File: src/rtl/stopwatch_pkg.sv
// Shared state encoding, field widths and default limits for the stopwatch
// time sequencer.
package stopwatch_pkg;

  typedef enum logic [1:0] {
    ST_IDLE   = 2'd0,
    ST_RUN    = 2'd1,
    ST_PAUSE  = 2'd2,
    ST_ADJUST = 2'd3
  } state_t;

  localparam int MIN_W       = 7;
  localparam int SEC_W       = 6;
  localparam int DEF_MAX_SEC = 59;
  localparam int DEF_MAX_MIN = 99;

endpackage

File: src/rtl/wrap_counter.sv
// Modulo (MAX+1) up-counter with synchronous clear; carry flags the
// increment that wraps MAX back to zero.
module wrap_counter #(
  parameter int WIDTH = 6,
  parameter int MAX   = 59
) (
  input  logic             clk,
  input  logic             rst,
  input  logic             clr,
  input  logic             inc,
  output logic [WIDTH-1:0] q,
  output logic             carry
);

  localparam logic [WIDTH-1:0] MAX_Q = WIDTH'(MAX);

  assign carry = inc && (q == MAX_Q);

  always_ff @(posedge clk or posedge rst) begin
    if (rst)
      q <= '0;
    else if (clr)
      q <= '0;
    else if (inc)
      q <= carry ? '0 : q + WIDTH'(1);
  end

endmodule

File: src/rtl/stopwatch_ctrl.sv
// Stopwatch sequencer: run/pause/clear/adjust FSM driving the minutes and
// seconds counters that feed the digit splitter.
//
// state     | meaning
// ST_IDLE   | time zero, stopped
// ST_RUN    | counting on tick_1hz
// ST_PAUSE  | time held, ticks ignored
// ST_ADJUST | tick_adj steps the field chosen by sel
module stopwatch_ctrl
  import stopwatch_pkg::*;
#(
  parameter int MAX_MIN = DEF_MAX_MIN,
  parameter int MAX_SEC = DEF_MAX_SEC
) (
  input  logic             clk,
  input  logic             rst,
  input  logic             tick_1hz,
  input  logic             tick_adj,
  input  logic             btn_pause,
  input  logic             btn_clear,
  input  logic             adj,
  input  logic             sel,
  output logic [MIN_W-1:0] minutes,
  output logic [SEC_W-1:0] seconds,
  output logic             running,
  output logic [1:0]       adj_field,
  output logic             overflow
);

  state_t state_q, state_d;
  logic   clr_time, run_tick, adj_sec_tick, adj_min_tick;
  logic   sec_inc, min_inc, sec_carry, min_carry;

  always_ff @(posedge clk or posedge rst) begin
    if (rst) begin
      state_q   <= ST_IDLE;
      running   <= 1'b0;
      adj_field <= 2'b00;
      overflow  <= 1'b0;
    end else begin
      state_q   <= state_d;
      running   <= (state_d == ST_RUN);
      adj_field <= (state_d == ST_ADJUST) ? (sel ? 2'b10 : 2'b01) : 2'b00;
      overflow  <= (state_q == ST_RUN) && min_carry;
    end
  end

  always_comb begin
    state_d      = state_q;
    clr_time     = 1'b0;
    run_tick     = 1'b0;
    adj_sec_tick = 1'b0;
    adj_min_tick = 1'b0;
    if (btn_clear) begin
      clr_time = 1'b1;
      state_d  = adj ? ST_ADJUST : ST_IDLE;
    end else if (adj) begin
      state_d = ST_ADJUST;
      if (state_q == ST_ADJUST) begin
        adj_sec_tick = tick_adj && !sel;
        adj_min_tick = tick_adj && sel;
      end
    end else begin
      case (state_q)
        ST_IDLE:   if (btn_pause) state_d = ST_RUN;
        ST_RUN: begin
          if (btn_pause) state_d = ST_PAUSE;
          else           run_tick = tick_1hz;
        end
        ST_PAUSE:  if (btn_pause) state_d = ST_RUN;
        ST_ADJUST: state_d = (minutes == '0 && seconds == '0) ? ST_IDLE : ST_PAUSE;
        default: begin
          state_d  = ST_IDLE;
          clr_time = 1'b1;
        end
      endcase
    end
  end

  // Seconds carry only reaches minutes in RUN; adjust steps fields independently.
  assign sec_inc = run_tick || adj_sec_tick;
  assign min_inc = run_tick ? sec_carry : adj_min_tick;

  wrap_counter #(.WIDTH(SEC_W), .MAX(MAX_SEC)) u_sec (
    .clk   (clk),
    .rst   (rst),
    .clr   (clr_time),
    .inc   (sec_inc),
    .q     (seconds),
    .carry (sec_carry)
  );

  wrap_counter #(.WIDTH(MIN_W), .MAX(MAX_MIN)) u_min (
    .clk   (clk),
    .rst   (rst),
    .clr   (clr_time),
    .inc   (min_inc),
    .q     (minutes),
    .carry (min_carry)
  );

endmodule

File: config.mk
export PLATFORM = sky130hd
export DESIGN_NAME = stopwatch_ctrl
export DESIGN_NICKNAME = d
export VERILOG_FILES = /design/src/rtl/stopwatch_pkg.sv /design/src/rtl/wrap_counter.sv /design/src/rtl/stopwatch_ctrl.sv
export SDC_FILE = /design/constraint.sdc
export NUM_CORES = 1
export LEC_CHECK = 0
export ABC_AREA = 1
export BUFFER_PORTS_ARGS = -buffer_cell sky130_fd_sc_hd__buf_2
export CAP_MARGIN = 15
export CORE_ASPECT_RATIO = 0.9
export CORE_MARGIN = 5
export CORE_UTILIZATION = 57
export CTS_BUF_LIST = sky130_fd_sc_hd__clkbuf_16
export CTS_CLUSTER_SIZE = 28
export DETAILED_ROUTE_END_ITERATION = 12
export PLACE_DENSITY = 0.88
export SYNTH_ARGS = -nofsm -noshare
export SYNTH_HDL_FRONTEND = slang
export SYNTH_HIERARCHICAL = 1
export SYNTH_SLANG_ARGS = --single-unit
File: constraint.sdc
create_clock -name clk -period 3.48 [get_ports clk]
set_input_delay 0.696 -clock clk [delete_from_list [all_inputs] [get_ports clk]]
set_output_delay 0.696 -clock clk [all_outputs]
set_load 0.03 [all_outputs]
==> results.txt, run 1 <==
Power after layout: 0.546 mW
Number of antenna-violating nets in the routed design: 0
GRT Total Usage: 0.193
Vias in the first global route: 1135
Most used cells in the layout excluding fill and tap cells: sky130_fd_sc_hd__nand2_1, sky130_fd_sc_hd__inv_1, sky130_fd_sc_hd__nor2_1, sky130_fd_sc_hd__buf_2, sky130_fd_sc_hd__dfrtp_1
Clock-pin transition on the worst setup and hold timing paths: 0.05 ns
Cell count after synthesis: 166
Setup repair after global routing missed its margin: false
Count of TritonRoute iterations in the first routing pass: 5
TritonCTS clock tree: built
Number of gates given a new drive strength after cts: 0
CTS H-tree depth: 1
Most common library cell in the layout ignoring fill and taps: sky130_fd_sc_hd__nand2_1
Peak supply drop: 286 uV
Routed met2 length: 1260 um
Post-Place Setup Slack: 0.693 ns
Std-Cell Rows: 15
HPWL after DPL: 2010 um
Part of the Yosys area used for sequential elements: 0.408
Post-route clock period utilization: 0.740
Number of hold violations in the final report: 0
Gpl congestion: 0.879
Number of filler cells placed in the layout: 144
Clock tree root buffer cell: sky130_fd_sc_hd__clkbuf_16
Power density over the cells: 394 nW/um2
Synthesized cell area: 1170 um2
Starting Density: 0.603
Max-cap violation count: 0
Average footprint of a synthesized cell: 7.02 um2
Worst-case clock skew: 0.00226 ns
Global-route wire length before repair: 4560 um
Core area: 1930 um2
Final design instance area without fill: 1390 um2
Internal power: 0.406 mW
Area enclosed by the die boundary: 3050 um2
Total number of clock tree sinks: 19
Maximum number of pins on one net before global-route repair: 12
Worst slew pin tran: 0.433 ns
Class of the tightest hold or removal check: in2async
Die Y: 52.9 um
Combinational share of power: 0.132
Final hold slack: 0.375 ns
Insertion delay of the later-clocked pin in the worst-skew pair: 0.25 ns
Net switching power of the design: 0.140 mW
Fraction of final layout cells with drive strength greater than 1: 0.202
Overflow after GRT: 0
Hold Buf Count CTS: 0
Wire length after detailed routing: 2560 um
Routed wire per std cell: 11.8 um
Final period demand of the worst path: 2.58 ns
Summed negative setup slack over all endpoints: 0 ns
Type of origin of the critical path: input port
Post-Syn Nets: 176
Number of I/O port buffers: 24
Run status: finished, final reports clean
Routed vias/inst: 5.00
Max Clk Rate: 388 MHz
Antenna cell count: 0
Number of top-level design ports: 25
Cell area after placement: 1310 um2
Number of different library cells in the post-synthesis netlist: 23
Clock share of power: 0.426
Warnings, synthesis: 6
Number of DRC violations after detailed-routing iteration 0: 36
Worst max-slew margin expressed relative to the limit: 0.709
Number of pins exceeding their max-slew limit in the final report: 0
Leakage power: 0.816 nW
Max Fanout on Critical Path: 6
Horizontal extent of the die: 57.7 um
DRC viols: 0
Highest metal layer with signal wires: met4
Area growth from synthesis to final layout: 18.9%
Setup bufs post-CTS: 0
Wire length on met1: 1160 um
Maximum buffer depth of the clock tree: 2
Final setup slack of the worst path: 0.903 ns
Kind of end point of the critical path: flip-flop
Via count of the routed design: 1090
Sequential cell area: 475 um2
Finish-stage setup viols: 0
Area of the multi-input gates: 548 um2
Required time of the critical path: 3.62 ns
Number of antenna violations at the first check in global routing: 0
Category of the most critical setup path: in2reg
Synth Register Bits: 19
Sequential group share of total power: 0.443
Number of nets in the final layout: 204
Arrival @ worst endpoint: 2.71 ns
Switching part of the total: 0.257
CTS buffer count: 3
Met3 wire length: 115 um
-- cell type report --
| class | count | area share |
|---|---|---|
| repair buffers | 24 | 0.0866 |
| flip-flops and latches | 19 | 0.343 |
| clock buffers | 3 | 0.0542 |
| inverters | 35 | 0.0948 |
| clock inverters | 1 | 0.00361 |
| multi-input cells | 111 | 0.395 |
| well taps | 25 | 0.0226 |
-- stage by stage --
stage / instances / util
floorplan: 166 / -
global placement: 214 / 0.676
detailed placement: 214 / 0.676
CTS: 218 / 0.717
global route: 218 / 0.717
finish: 218 / 0.717
-- worst max-delay path, cell delays in order --
cell                      delay (ns)
sky130_fd_sc_hd__buf_2          0.14
sky130_fd_sc_hd__inv_1          0.09
sky130_fd_sc_hd__nand2_1        0.11
sky130_fd_sc_hd__o31ai_1        0.43
sky130_fd_sc_hd__nand2_1        0.10
sky130_fd_sc_hd__inv_1          0.08
sky130_fd_sc_hd__nand3_2        0.13
sky130_fd_sc_hd__inv_1          0.08
sky130_fd_sc_hd__inv_1          0.04
sky130_fd_sc_hd__o21ai_1        0.28
sky130_fd_sc_hd__nand2_1        0.12
sky130_fd_sc_hd__inv_1          0.08
sky130_fd_sc_hd__nand2_1        0.05
sky130_fd_sc_hd__nor2_1         0.14
sky130_fd_sc_hd__nor2_1         0.07
sky130_fd_sc_hd__nand2_1        0.05
sky130_fd_sc_hd__nand2_1        0.05
-- path summary, 6_finish.rpt --
check                           start    endpoint  slack (ns)  cells after the start
max                         btn_clear  u_min/q[6]        0.90                     17
min                               rst  u_sec/q[4]        0.37                      2
max reg2reg                state_q[1]  u_min/q[6]        1.19                     15
min reg2reg                state_q[1]    overflow        0.51                      1
max in group asynchronous         rst  u_min/q[0]        2.88                      2
min in group clk           state_q[1]    overflow        0.51                      1
-- cell usage after synthesis --
master                      n  share of area
sky130_fd_sc_hd__a21oi_1    8          0.034
sky130_fd_sc_hd__a21oi_2    1         0.0075
sky130_fd_sc_hd__a22o_1     1         0.0075
sky130_fd_sc_hd__a31oi_1    1         0.0054
sky130_fd_sc_hd__buf_6      1         0.0097
sky130_fd_sc_hd__dfrtp_1   19           0.41
sky130_fd_sc_hd__ha_1       2          0.021
sky130_fd_sc_hd__inv_1     35           0.11
sky130_fd_sc_hd__nand2_1   40           0.13
sky130_fd_sc_hd__nand2_2    1         0.0054
sky130_fd_sc_hd__nand3_1   14          0.060
sky130_fd_sc_hd__nand3_2    3          0.026
sky130_fd_sc_hd__nand4_1    1         0.0054
sky130_fd_sc_hd__nor2_1    24          0.077
sky130_fd_sc_hd__nor2_2     3          0.016
sky130_fd_sc_hd__nor2_4     2          0.019
sky130_fd_sc_hd__nor3_2     1         0.0086
sky130_fd_sc_hd__o21ai_0    3          0.013
sky130_fd_sc_hd__o21ai_1    2         0.0086
sky130_fd_sc_hd__o21bai_1   1         0.0064
sky130_fd_sc_hd__o31ai_1    1         0.0064
sky130_fd_sc_hd__or2_1      1         0.0054
sky130_fd_sc_hd__xor2_1     1         0.0075
-- power by group through the flow --
stage	combinational, mW	sequential (mW)	clock (mW)
final	0.0719	0.242	0.233
after global routing	0.0809	0.243	0.252
after CTS	0.0724	0.241	0.242
after detailed placement	0.0720	0.245	0
after global placement	0.0693	0.244	0
after floorplan	0.0376	0.257	0
-- sequential cells by signal, indices dropped and copies added (netlist names) --
signal,cells
adj_field,2
overflow,1
running,1
state_q,2
u_min/q,7
u_sec/q,6
-- routing by layer --
layer,global-route usage,vias to the layer above
met3,0.0415,6
met2,0.331,30
met4,0.0965,0
met1,0.230,493
li1,-,561
met5,0,-
-- kinds of logic after synthesis --
| kind of cell | synth area share |
|---|---|
| simple gates | 0.352 |
| buf+inv | 0.122 |
| flops | 0.408 |
| compound gates | 0.0891 |
| fa+ha+maj | 0.0215 |
| xor+xnor | 0.00751 |
Power figures use the tool's default switching activity.
==> run 2: changes to the inputs <==
--- a/config.mk
+++ b/config.mk
@@ -10,11 +10,11 @@
 export CAP_MARGIN = 15
 export CORE_ASPECT_RATIO = 0.9
 export CORE_MARGIN = 5
-export CORE_UTILIZATION = 57
+export CORE_UTILIZATION = 53
 export CTS_BUF_LIST = sky130_fd_sc_hd__clkbuf_16
 export CTS_CLUSTER_SIZE = 28
 export DETAILED_ROUTE_END_ITERATION = 12
-export PLACE_DENSITY = 0.88
+export PLACE_DENSITY = 0.83
 export SYNTH_ARGS = -nofsm -noshare
 export SYNTH_HDL_FRONTEND = slang
 export SYNTH_HIERARCHICAL = 1
==> constraint.sdc (replaced) <==
create_clock -name clk -period 2.6 [get_ports clk]
set_input_delay 0.52 -clock clk [delete_from_list [all_inputs] [get_ports clk]]
set_output_delay 0.52 -clock clk [all_outputs]
set_load 0.03 [all_outputs]
==> run 2 against run 1 <==
- clock skew increased by 0.0016 ns
- largest power group unchanged
- cell area increased by 1.5%
- flip-flop and latch count unchanged
- power increased by 33%
- register-to-register slack got worse by 0.91 ns
- global-route usage decreased by 0.54 points
==> results.txt, run 2 (synthesized netlist as in run 1, its figures left out) <==
Most used cells in the layout excluding fill and tap cells: sky130_fd_sc_hd__nand2_1, sky130_fd_sc_hd__inv_1, sky130_fd_sc_hd__nor2_1, sky130_fd_sc_hd__buf_2, sky130_fd_sc_hd__dfrtp_1 (unchanged)
Run status: finished, final reports clean (unchanged)
Worst max-slew margin expressed relative to the limit: 0.761 (was 0.709)
Kind of end point of the critical path: flip-flop (unchanged)
Horizontal extent of the die: 59.4 um (was 57.7 um)
Cells along the critical path: buf_2 > inv_1 > nand2_1 > nor3_2 > nand3_1 > o31ai_2 > nand2_1 > inv_1 > nand3_2 > inv_1 > inv_1 > o21ai_1 > nand2_1 > inv_1 > nand2_1 > nor2_1 > nor2_1 > nand2_1 > nand2_1 (was buf_2 > inv_1 > nand2_1 > o31ai_1 > nand2_1 > inv_1 > nand3_2 > inv_1 > inv_1 > o21ai_1 > nand2_1 > inv_1 > nand2_1 > nor2_1 > nor2_1 > nand2_1 > nand2_1)
Post-route clock period utilization: 0.916
CP peak stage delay: 0.31 ns (was 0.43 ns)
Most used cell, CP: sky130_fd_sc_hd__nand2_1 (unchanged)
Maximum number of pins on one net before global-route repair: 11 (was 12)
Class of the tightest hold or removal check: in2async (unchanged)
Type of origin of the critical path: input port (unchanged)
GRT Total Usage: 0.188 (was 0.193)
CTS H-tree depth: 1 (unchanged)
CTS buffer count: 3 (unchanged)
Overflow after GRT: 0 (unchanged)
Wire length after detailed routing: 2690 um (was 2560 um)
Number of pins exceeding their max-slew limit in the final report: 0 (unchanged)
Area growth from synthesis to final layout: 20.7% (was 18.9%)
CP Launch Point: btn_clear (unchanged)
Peak supply drop: 387 uV (was 286 uV)
Vias in the first global route: 1161 (was 1135)
Area enclosed by the die boundary: 3240 um2 (was 3050 um2)
Max-cap violation count: 0 (unchanged)
Required time of the critical path: 2.74 ns (was 3.62 ns)
Final period demand of the worst path: 2.38 ns
Max Fanout on Critical Path: 4 (was 6)
Clock tree root buffer cell: sky130_fd_sc_hd__clkbuf_16 (unchanged)
TritonCTS clock tree: built (unchanged)
Number of top-level design ports: 25 (unchanged)
Die Y: 54.5 um (was 52.9 um)
Hold Buf Count CTS: 0 (unchanged)
Insertion delay of the later-clocked pin in the worst-skew pair: 0.25 ns (about the same)
Max reg flops: 7 (unchanged)
Number of antenna violations at the first check in global routing: 0 (unchanged)
Total number of clock tree sinks: 19 (unchanged)
Number of hold violations in the final report: 0 (unchanged)
Arrival @ worst endpoint: 2.52 ns (was 2.71 ns)
Finish-stage setup viols: 0 (unchanged)
Worst-case clock skew: 0.00383 ns (was 0.00226 ns)
Maximum buffer depth of the clock tree: 2 (unchanged)
HPWL after DPL: 2080 um (was 2010 um)
Core area: 2140 um2 (was 1930 um2)
Slowest library cell on the worst path: sky130_fd_sc_hd__o21ai_1 (was sky130_fd_sc_hd__o31ai_1)
Biggest registers after layout: u_min/q: 7 flops, u_sec/q: 6 flops (unchanged)
Max Clk Rate: 420 MHz
Setup bufs post-CTS: 0 (unchanged)
Via count of the routed design: 1131 (was 1090)
Final core area utilization: 0.657 (was 0.717)
Most common library cell in the layout ignoring fill and taps: sky130_fd_sc_hd__nand2_1 (unchanged)
DRC viols: 0 (unchanged)
Number of gates given a new drive strength after cts: 0 (unchanged)
Worst slew pin tran: 0.356 ns (was 0.433 ns)
Gpl congestion: 0.864 (was 0.879)
Antenna cell count: 0 (unchanged)
Std-Cell Rows: 16 (was 15)
Top reg by flops: u_min/q (unchanged)
Number of DRC violations after detailed-routing iteration 0: 35 (was 36)
Number of nets in the final layout: 206 (was 204)
Power after layout: 0.728 mW (was 0.546 mW)
Clock-pin transition on the worst setup and hold timing paths: 0.05 ns (about the same)
Count of TritonRoute iterations in the first routing pass: 4 (was 5)
Starting Density: 0.544 (was 0.603)
Category of the most critical setup path: in2reg (unchanged)
Routed vias/inst: 5.09 (was 5.00)
Reg2Reg Launch Point: state_q[0] (was state_q[1])
Routed wire per std cell: 12.1 um (was 11.8 um)
Power density over the cells: 517 nW/um2 (was 394 nW/um2)
Global-route wire length before repair: 4620 um (was 4560 um)
Leakage power: 0.829 nW (was 0.816 nW)
Fraction of final layout cells with drive strength greater than 1: 0.210 (was 0.202)
Number of filler cells placed in the layout: 183 (was 144)
Number of antenna-violating nets in the routed design: 0 (unchanged)
Number of I/O port buffers: 24 (unchanged)
run 2: cell type report:
cell class | count | area (um2) | share of cell area
Timing Repair Buffer | 26 | 135 | 0.0960
Tap cell | 27 | 33.8 | 0.0240
Sequential cell | 19 | 475 | 0.338
Clock inverter | 1 | 3.75 | 0.00267
Clock buffer | 3 | 75.1 | 0.0533
Inverter | 35 | 131 | 0.0933
Multi-Input combinational cell | 111 | 553 | 0.393
run 2: critical path, delay by kind of cell:
family / cells / cell delay, ns
and+or+nand+nor: 11 / 1.12
AOI/OAI and AO/OA: 2 / 0.44
buffers and inverters: 6 / 0.45
run 2: final timing paths:
kind | slack [ns] | cells past startpoint | endpoint
max | 0.22 | 19 | u_min/q[6]
min | 0.20 | 2 | adj_field[1]
max reg2reg | 0.28 | 17 | u_min/q[6]
min reg2reg | 0.53 | 1 | overflow
max in group asynchronous | 2.14 | 2 | u_min/q[1]
min in group clk | 0.49 | 2 | adj_field[0]
run 2: report_power, final:
part	switching [mW]	total [mW]	internal (mW)	leakage (nW)
sequential	0.0146	0.323	0.308	0.257
clock	0.102	0.306	0.204	0.0423
combinational	0.0691	0.0993	0.0302	0.530
run 2: metal layers:
layer / track usage / share of wire / vias up
met3: 0.0425 / 0.054 / 6
met2: 0.338 / 0.51 / 37
li1: - / - / 570
met1: 0.214 / 0.42 / 518
met4: 0.0830 / 0.016 / 0
met5: 0 / 0 / -
run 2: metrics by stage:
stage	cell area [um2]	instances	hold WS [ns]	setup WS [ns]	setup TNS, ns
floorplan	1170	166	0.311	0.402	0
global route	1410	222	0.230	-0.0163	-0.0163
detailed placement	1320	218	0.467	0.0445	0
finish	1410	222	0.205	0.218	0
global placement	1320	218	0.464	0.202	0
CTS	1400	222	0.209	0.237	0
==> run 3: changes to the inputs <==
--- a/config.mk
+++ b/config.mk
@@ -10,11 +10,11 @@
 export CAP_MARGIN = 15
 export CORE_ASPECT_RATIO = 0.9
 export CORE_MARGIN = 5
-export CORE_UTILIZATION = 53
+export CORE_UTILIZATION = 57
 export CTS_BUF_LIST = sky130_fd_sc_hd__clkbuf_16
 export CTS_CLUSTER_SIZE = 28
 export DETAILED_ROUTE_END_ITERATION = 12
-export PLACE_DENSITY = 0.83
+export PLACE_DENSITY = 0.88
 export SYNTH_ARGS = -nofsm -noshare
 export SYNTH_HDL_FRONTEND = slang
 export SYNTH_HIERARCHICAL = 1
==> constraint.sdc (replaced) <==
create_clock -name clk -period 3 [get_ports clk]
set_input_delay 0.6 -clock clk [delete_from_list [all_inputs] [get_ports clk]]
set_output_delay 0.6 -clock clk [all_outputs]
set_load 0.03 [all_outputs]
==> run 3 against run 2 <==
- register-to-register slack gained 0.38 ns
- critical path type unchanged
- highest routed layer unchanged
- sequential share of layout area increased by 0.52 points
- final cell count decreased by 1.8%
- routed wire length decreased by 1.8%
==> results.txt, run 3 (synthesized netlist as in run 1, its figures left out) <==
Combinational share of power: 0.130 (was 0.136)
Maximum buffer depth of the clock tree: 2 (unchanged)
Worst-case clock skew: 0.00147 ns (was 0.00383 ns)
Wire length after detailed routing: 2640 um (was 2690 um)
Overflow after GRT: 0 (unchanged)
Count of TritonRoute iterations in the first routing pass: 4 (unchanged)
Die Y: 52.9 um (was 54.5 um)
Maximum number of pins on one net before global-route repair: 12 (was 11)
Number of nets in the final layout: 204 (was 206)
Gpl congestion: 0.879 (was 0.864)
Kind of end point of the critical path: flip-flop (unchanged)
Power density over the cells: 458 nW/um2 (was 517 nW/um2)
Final period demand of the worst path: 2.52 ns
Clock share of power: 0.430 (was 0.420)
Category of the most critical setup path: in2reg (unchanged)
Starting Density: 0.603 (was 0.544)
Core area: 1930 um2 (was 2140 um2)
Horizontal extent of the die: 57.7 um (was 59.4 um)
Run status: finished, final reports clean (unchanged)
Biggest registers after layout: u_min/q: 7 flops, u_sec/q: 6 flops (unchanged)
Global-route wire length before repair: 4520 um (was 4620 um)
TritonCTS clock tree: built (unchanged)
Max Fanout on Critical Path: 6 (was 4)
Number of gates given a new drive strength after cts: 0 (unchanged)
Most common library cell in the layout ignoring fill and taps: sky130_fd_sc_hd__nand2_1 (unchanged)
Sequential cell area: 475 um2 (unchanged)
Required time of the critical path: 3.14 ns (was 2.74 ns)
Post-route clock period utilization: 0.840
Number of antenna violations at the first check in global routing: 0 (unchanged)
Area of the multi-input gates: 548 um2 (was 553 um2)
Leakage power: 0.816 nW (was 0.829 nW)
Area growth from synthesis to final layout: 18.9% (was 20.7%)
Switching part of the total: 0.258 (was 0.255)
Type of origin of the critical path: input port (unchanged)
Worst slew pin tran: 0.462 ns (was 0.356 ns)
Worst max-slew margin expressed relative to the limit: 0.689 (was 0.761)
Hold Buf Count CTS: 0 (unchanged)
Number of DRC violations after detailed-routing iteration 0: 48 (was 35)
Arrival @ worst endpoint: 2.66 ns (was 2.52 ns)
HPWL after DPL: 1990 um (was 2080 um)
Top reg by flops: u_min/q (unchanged)
Summed negative setup slack over all endpoints: 0 ns (unchanged)
CTS H-tree depth: 1 (unchanged)
GRT Total Usage: 0.195 (was 0.188)
CTS buffer count: 3 (unchanged)
Std-Cell Rows: 15 (was 16)
Via count of the routed design: 1126 (was 1131)
Final core area utilization: 0.717 (was 0.657)
Final setup slack of the worst path: 0.480 ns (was 0.218 ns)
Number of filler cells placed in the layout: 146 (was 183)
Total number of clock tree sinks: 19 (unchanged)
Class of the tightest hold or removal check: in2async (unchanged)
Number of I/O port buffers: 24 (unchanged)
Peak supply drop: 379 uV (was 387 uV)
Most used cells in the layout excluding fill and tap cells: sky130_fd_sc_hd__nand2_1, sky130_fd_sc_hd__inv_1, sky130_fd_sc_hd__nor2_1, sky130_fd_sc_hd__buf_2, sky130_fd_sc_hd__dfrtp_1 (unchanged)
Antenna cell count: 0 (unchanged)
Number of cells after detailed placement: 214 (was 218)
Number of antenna-violating nets in the routed design: 0 (unchanged)
Net switching power of the design: 0.164 mW (was 0.186 mW)
Area enclosed by the die boundary: 3050 um2 (was 3240 um2)
Max Clk Rate: 397 MHz
Post-Place Setup Slack: 0.274 ns (was 0.0445 ns)
Clock-pin transition on the worst setup and hold timing paths: 0.05 ns (about the same)
Setup bufs post-CTS: 0 (unchanged)
Number of hold violations in the final report: 0 (unchanged)
Number of top-level design ports: 25 (unchanged)
Routed wire per std cell: 12.1 um (about the same)
Power after layout: 0.634 mW (was 0.728 mW)
Number of pins exceeding their max-slew limit in the final report: 0 (unchanged)
Finish-stage setup viols: 0 (unchanged)
Routed vias/inst: 5.17 (was 5.09)
Clock tree root buffer cell: sky130_fd_sc_hd__clkbuf_16 (unchanged)
Insertion delay of the later-clocked pin in the worst-skew pair: 0.25 ns (about the same)
Final Non-Filler Cells: 218 (was 222)
DRC viols: 0 (unchanged)
Sequential group share of total power: 0.440 (was 0.443)
Setup repair after global routing missed its margin: false
Vias in the first global route: 1054 (was 1161)
Max-cap violation count: 0 (unchanged)
Fraction of final layout cells with drive strength greater than 1: 0.202 (was 0.210)
Internal power: 0.471 mW (was 0.542 mW)
Max reg flops: 7 (unchanged)
## run 3: cell types whose count changed in the layout (fill, tap and decap cells not counted), sizes merged
| cell | previous run | this run |
|---|---|---|
| buf | 26 | 24 |
| clkinv | 0 | 1 |
| inv | 36 | 35 |
## run 3: path summary, 6_finish.rpt
path / depth (start not counted) / slack, ns / start / endpoint
max in group asynchronous: 2 / 2.48 / rst / u_min/q[4]
worst max-delay path: 17 / 0.48 / btn_clear / u_min/q[6]
worst max register to register: 15 / 0.66 / state_q[1] / u_min/q[6]
worst min-delay path: 2 / 0.28 / rst / u_sec/q[3]
worst min register to register: 1 / 0.52 / state_q[1] / overflow
min in group clk: 1 / 0.52 / state_q[1] / overflow
## run 3: power by group through the flow
stage,combinational [mW],sequential (mW),clock (mW)
6_report,0.0823,0.279,0.273
5_1_grt,0.0947,0.281,0.298
4_1_cts,0.0833,0.279,0.281
3_5_place_dp,0.0829,0.283,0
3_3_place_gp,0.0804,0.283,0
2_1_floorplan,0.0436,0.298,0
## run 3: worst max-delay path: stages
cell,delay (ns)
sky130_fd_sc_hd__buf_2,0.14
sky130_fd_sc_hd__inv_1,0.10
sky130_fd_sc_hd__nand2_1,0.11
sky130_fd_sc_hd__o31ai_1,0.45
sky130_fd_sc_hd__nand2_1,0.10
sky130_fd_sc_hd__inv_1,0.08
sky130_fd_sc_hd__nand3_2,0.13
sky130_fd_sc_hd__inv_1,0.08
sky130_fd_sc_hd__inv_1,0.04
sky130_fd_sc_hd__o21ai_1,0.29
sky130_fd_sc_hd__nand2_1,0.12
sky130_fd_sc_hd__inv_1,0.07
sky130_fd_sc_hd__nand2_1,0.04
sky130_fd_sc_hd__nor2_1,0.16
sky130_fd_sc_hd__nor2_1,0.06
sky130_fd_sc_hd__nand2_1,0.05
sky130_fd_sc_hd__nand2_1,0.05
## run 3: per-layer routing
metal / routed length (um) / vias to the layer above / share of wire / global-route usage
met5: 0 / - / 0 / 0
met4: 48 / 0 / 0.018 / 0.0888
met3: 187 / 6 / 0.071 / 0.0463
met2: 1270 / 51 / 0.48 / 0.336
met1: 1140 / 504 / 0.43 / 0.229
li1: - / 565 / - / -
## run 3: cell type report
type / instances / share of cell area
inverters: 35 / 0.0948
well taps: 25 / 0.0226
flip-flops and latches: 19 / 0.343
clock buffers: 3 / 0.0542
multi-input cells: 111 / 0.395
repair buffers: 24 / 0.0866
clock inverters: 1 / 0.00361
## run 3: stage by stage
step / hold WS (ns) / cell area [um2]
finish: 0.280 / 1390
floorplan: 0.391 / 1170
global placement: 0.505 / 1310
CTS: 0.289 / 1390
detailed placement: 0.523 / 1310
global route: 0.299 / 1390
